## src/rtl/exc_ctrl_pkg.sv

```systemverilog
// Shared CP0 definitions for the exception controller: register numbers,
// field bit positions, fixed addresses and the exception code set.
package exc_ctrl_pkg;

    localparam logic [4:0]  CP0_SR_NUM    = 5'd12;
    localparam logic [4:0]  CP0_CAUSE_NUM = 5'd13;
    localparam logic [4:0]  CP0_EPC_NUM   = 5'd14;

    localparam logic [31:0] HANDLER_ADDR_DEF = 32'h0000_4180;
    localparam logic [31:0] RESET_PC         = 32'h0000_3000;

    // SR fields
    localparam int SR_IE_BIT   = 0;
    localparam int SR_EXL_BIT  = 1;
    localparam int SR_IM_LO    = 10;

    // Cause fields
    localparam int CAUSE_EXC_LO = 2;
    localparam int CAUSE_IP_LO  = 10;
    localparam int CAUSE_BD_BIT = 31;

    localparam int NUM_HWINT = 6;

    typedef enum logic [4:0] {
        EXC_INT     = 5'd0,
        EXC_ADEL    = 5'd4,
        EXC_ADES    = 5'd5,
        EXC_SYSCALL = 5'd8,
        EXC_RI      = 5'd10,
        EXC_OV      = 5'd12
    } exc_code_e;

endpackage

```

## src/rtl/exc_ctrl.sv

```systemverilog
// CP0 subset for the 5-stage pipeline: takes interrupts/exceptions in M,
// holds SR/Cause/EPC, serves mfc0/mtc0 and exposes EPC for eret.
module exc_ctrl
    import exc_ctrl_pkg::*;
#(
    parameter logic [31:0] HANDLER_ADDR = HANDLER_ADDR_DEF,
    parameter logic [4:0]  SR_ADDR      = CP0_SR_NUM,
    parameter logic [4:0]  CAUSE_ADDR   = CP0_CAUSE_NUM,
    parameter logic [4:0]  EPC_ADDR     = CP0_EPC_NUM
) (
    input  logic        clk,
    input  logic        reset,
    input  logic        M_valid,
    input  logic [31:0] M_PC,
    input  logic        M_BD,
    input  logic [4:0]  M_ExcCode,
    input  logic [5:0]  HWInt,
    input  logic        M_EXLClr,
    input  logic        cp0_we,
    input  logic [4:0]  cp0_addr,
    input  logic [31:0] cp0_din,
    output logic [31:0] cp0_dout,
    output logic        Req,
    output logic [31:0] EPCOut,
    output logic        EXL
);

    if (HANDLER_ADDR[1:0] != 2'b00) begin : g_bad_handler
        $error("HANDLER_ADDR must be word aligned");
    end

    // SR fields
    logic [NUM_HWINT-1:0] im_q;
    logic                 exl_q;
    logic                 ie_q;

    // Cause fields
    logic                 bd_q;
    logic [NUM_HWINT-1:0] ip_q;
    exc_code_e            exc_code_q;

    logic [31:0]          epc_q;

    logic                 int_req;
    logic                 exc_req;
    logic [31:0]          epc_target;
    logic [31:0]          sr_word;
    logic [31:0]          cause_word;

    assign int_req = M_valid & ie_q & ~exl_q & (|(HWInt & im_q));
    assign exc_req = M_valid & ~exl_q & (M_ExcCode != 5'd0);

    // Gate with reset so Req drops the instant reset asserts, even while
    // the M-stage inputs still carry an exception code.
    assign Req = reset & (int_req | exc_req);

    // A delay-slot instruction restarts at its branch.
    assign epc_target = (M_BD ? (M_PC - 32'd4) : M_PC) & ~32'd3;

    always_ff @(posedge clk or negedge reset) begin
        if (!reset) begin
            im_q       <= '0;
            exl_q      <= 1'b0;
            ie_q       <= 1'b0;
            bd_q       <= 1'b0;
            ip_q       <= '0;
            exc_code_q <= EXC_INT;
            epc_q      <= '0;
        end else begin
            ip_q <= HWInt;
            if (Req) begin
                // Taking the trap wins over eret and mtc0 in the same cycle.
                exl_q      <= 1'b1;
                exc_code_q <= int_req ? EXC_INT : exc_code_e'(M_ExcCode);
                bd_q       <= M_BD;
                epc_q      <= epc_target;
            end else if (M_EXLClr) begin
                exl_q <= 1'b0;
            end else if (cp0_we) begin
                if (cp0_addr == SR_ADDR) begin
                    im_q  <= cp0_din[SR_IM_LO +: NUM_HWINT];
                    exl_q <= cp0_din[SR_EXL_BIT];
                    ie_q  <= cp0_din[SR_IE_BIT];
                end else if (cp0_addr == EPC_ADDR) begin
                    epc_q <= cp0_din & ~32'd3;
                end
            end
        end
    end

    always_comb begin
        sr_word                           = '0;
        sr_word[SR_IM_LO +: NUM_HWINT]    = im_q;
        sr_word[SR_EXL_BIT]               = exl_q;
        sr_word[SR_IE_BIT]                = ie_q;

        cause_word                        = '0;
        cause_word[CAUSE_BD_BIT]          = bd_q;
        cause_word[CAUSE_IP_LO +: NUM_HWINT] = ip_q;
        cause_word[CAUSE_EXC_LO +: 5]     = exc_code_q;
    end

    always_comb begin
        cp0_dout = '0;
        if (cp0_addr == SR_ADDR) begin
            cp0_dout = sr_word;
        end else if (cp0_addr == CAUSE_ADDR) begin
            cp0_dout = cause_word;
        end else if (cp0_addr == EPC_ADDR) begin
            cp0_dout = epc_q;
        end
    end

    assign EPCOut = epc_q;
    assign EXL    = exl_q;

endmodule

```

## config.mk

```make
export PLATFORM = sky130hd
export DESIGN_NAME = exc_ctrl
export DESIGN_NICKNAME = d
export VERILOG_FILES = /design/src/rtl/exc_ctrl_pkg.sv /design/src/rtl/exc_ctrl.sv
export SDC_FILE = /design/constraint.sdc
export NUM_CORES = 1
export LEC_CHECK = 0
export ABC_AREA = 1
export CAP_MARGIN = 20
export CORE_UTILIZATION = 50
export DETAILED_ROUTE_END_ITERATION = 7
export DONT_BUFFER_PORTS = 1
export PLACE_DENSITY = 0.68
export SYNTH_ARGS = -nofsm -noshare
export SYNTH_HDL_FRONTEND = slang
export SYNTH_SLANG_ARGS = --single-unit
```

## constraint.sdc

```tcl
create_clock -name clk -period 1.9 [get_ports clk]
set_input_delay 0.285 -clock clk [delete_from_list [all_inputs] [get_ports clk]]
set_output_delay 0.285 -clock clk [all_outputs]
set_load 0.01 [all_outputs]
```

==> reports/results.txt <==
CP delay by family, top = compound AO/OA/AOI/OAI gates
CP max stage delay = 0.38 ns
fin cells = 666
P_leak = 2.04 nW
final setup margin = 0.117 ns
Max Clock Freq = 561 MHz
IO buf count = 0
WHS = 0.108 ns
WL/cell = 14.5 um
switching share of power = 0.339
status = finished clean
Cell Chain, Critical Path = nand2_1 > nand3_1 > o21ai_2 > a21oi_4 > buf_8
WP depth = 5
Post-Syn Instances = 560
Power Total = 2.81 mW
hpwl dp = 7530 um
critical path class = reg -> out
Final ANT Viol Nets = 0
critical path capture point = Req
Clock Power Share = 0.276
crit path time final = 1.78 ns
Synth Register Bits = 50
Reg-to-Reg End = ie_q$_DFFE_PN0P_
dpl cell area = 0.00366 mm^2
crit-path max FO = 26
Hold Crit Class = in -> reg
root buffer cell = clkbuf_8
most frequent cells in the layout = nand2_1, inv_1, nor2_1, dfrtp_1, nand3_1
synthesis-to-layout area growth = 9.54%
Reg clk slew, reported paths = 0.10 ns
TritonRoute pass-1 iters = 4
DIE AREA = 0.00743 mm^2
Register-to-Register Path Depth = 9
Post-CTS Setup Inserts = 0
RD Place Congestion = 0.917
PwrDens = 723 mW/mm^2
Vias/cell = 5.12
initial antenna violation count = 0
number of DRC markers in iteration 0 = 151
max-slew violations = 0
Sequential Power Share = 0.532
Die Y-Extent = 86.2 um
critical path's slowest cell = dfrtp_1
CTS tree = yes
critical path data arrival time = 1.50 ns
pre-CTS setup slack = 0.194 ns
largest net degree at the start of global routing = 51
Clock Path Buffers = 2
commonest non-fill, non-tap cell in the layout = nand2_1
Setup crit start kind = flip-flop
synthesis warning total = 0
Avg Inst Size Synth = 6.33 um^2
fillcell total = 713
ant diodes = 0
reg2reg setup slack = 0.17 ns
Clock Latency Late Sink = 0.30 ns
Sw Pwr = 951 uW
unrepaired setup endpoints after global routing = no
vias in the first global route = 3,206
Congestion Overflow GR = 0
reg2reg start = im_q[4]$_DFFE_PN0P_
core box area = 0.00683 mm^2
gr usage total = 0.268
Post-Syn Area = 0.00354 mm^2
Max-cap violations = 0
via count = 3,411
Required @ worst endpoint = 1.62 ns
Logic pwr share = 0.191
crit path from = im_q[4]$_DFFE_PN0P_
Inst Count DP = 650
final worst-path cycle share = 0.938
global-route wire length before repair = 15,600 um
fin area = 0.00388 mm^2
Buf/Inv on CP = 1
proportion of layout cells with a drive suffix above 1 = 0.0649
sum of negative setup slack = 0 ns
I/O pins = 152
crit end category = output pin
Hold Fails Final Rpt = 0
Routed WL = 9690 um
Nets = 656
# clock sinks = 50
Finished Core Util = 0.568
sequential element share of the synthesized area = 0.353
final setup violation count = 0
Unique masters post-synth = 35
cts bufs inserted = 5
Clock Skew = 0.00533 ns
DRC errors left = 0
row cnt = 30
Power Internal = 1.86 mW
Die X-Extent = 86.2 um
Max H-tree Level = 2
Max VDD drop = 0.277 mV
starting density of the core = 0.518
[sequential cells by signal, summed over array words and instances (netlist names)]
name / flops
EPCOut: 30
EXL: 1
bd_q: 1
exc_code_q: 5
ie_q: 1
im_q: 6
ip_q: 6
[routing by layer]
metal,wire length [um],up-vias,track usage,share of wire
li1,-,1729,-,-
met1,4200,1546,0.351,0.43
met2,4590,123,0.445,0.47
met3,756,13,0.0619,0.078
met4,143,0,0.0758,0.015
met5,0,-,0,0
[power groups by stage]
stage	clock (mW)	sequential, mW	combinational, mW
3_3_place_gp	0	1.51	0.479
5_1_grt	0.844	1.52	0.629
6_report	0.775	1.49	0.538
3_5_place_dp	0	1.52	0.492
4_1_cts	0.792	1.50	0.538
2_1_floorplan	0	1.46	0.403
[cells in the mapped netlist]
cell      number  area share
nor2_8         1      0.0057
o21ai_2        1      0.0025
xnor2_1        2      0.0049
a21oi_1        1      0.0014
inv_2          4      0.0042
nand2_1      213        0.23
o21bai_1       1      0.0021
nand3_1       49       0.069
nor3_4         1      0.0046
buf_2          6      0.0085
inv_1         74       0.078
o21ai_0       33       0.047
nand2_2        1      0.0018
ha_1           1      0.0035
a22o_1         1      0.0025
nor2_1        64       0.068
o311ai_0       1      0.0025
buf_6          5       0.016
clkbuf_1       2      0.0021
nand4_1        5      0.0088
dfrtp_1       50        0.35
conb_1         1      0.0011
a21o_1         1      0.0021
and2_0         1      0.0018
nor2_2         7       0.012
nor4_1         1      0.0018
nor3_1         5      0.0071
nand3b_1       1      0.0021
buf_4          4      0.0085
nand3_2        1      0.0028
xor2_1        13       0.032
nor2_4         1      0.0032
a21oi_2        1      0.0025
o21ai_1        5      0.0071
and2_1         2      0.0035
[how the worst min path moves through the flow]
stage | slack [ns] | start | end | cells after the start
global placement | -0.009 | reset | exc_code_q[1]$_DFFE_PN0P_ | 0
floorplan | -0.01 | reset | EPCOut[10]$_DFFE_PN0P_ | 0
detailed placement | -0.009 | reset | exc_code_q[2]$_DFFE_PN0P_ | 0
global route | 0.09 | cp0_din[13] | im_q[3]$_DFFE_PN0P_ | 2
CTS | 0.1 | cp0_din[13] | im_q[3]$_DFFE_PN0P_ | 2
finish | 0.11 | cp0_din[13] | im_q[3]$_DFFE_PN0P_ | 2
[cells by family (layout without fill, tap and decap cells)]
group | Yosys count | count (layout) | share of synthesized area
DFF | 50 | 50 | 0.353
other | 1 | 2 | 0.00106
xor gates and xnor gates | 15 | 15 | 0.0371
adders and majority gates | 1 | 1 | 0.00353
AOI/OAI and AO/OA | 45 | 45 | 0.0692
and+or+nand+nor | 353 | 353 | 0.418
buffers and inverters | 95 | 104 | 0.118
[cell type report]
| type | instances | area, um^2 | area share |
|---|---|---|---|
| multi-input combinational | 416 | 1890 | 0.486 |
| sequential | 50 | 1250 | 0.322 |
| inverter | 78 | 293 | 0.0755 |
| timing repair buffer | 18 | 218 | 0.0561 |
| tap | 96 | 120 | 0.0310 |
| clock buffer | 5 | 68.8 | 0.0177 |
| clock inverter | 3 | 43.8 | 0.0113 |
[what timing repair did]
action                                  CTS  global route
hold buffers                              8             0
endpoints found under the setup margin    0             1
hold endpoints to repair                 56             0
gates resized for setup                   0             2
Power figures use the tool's default switching activity.
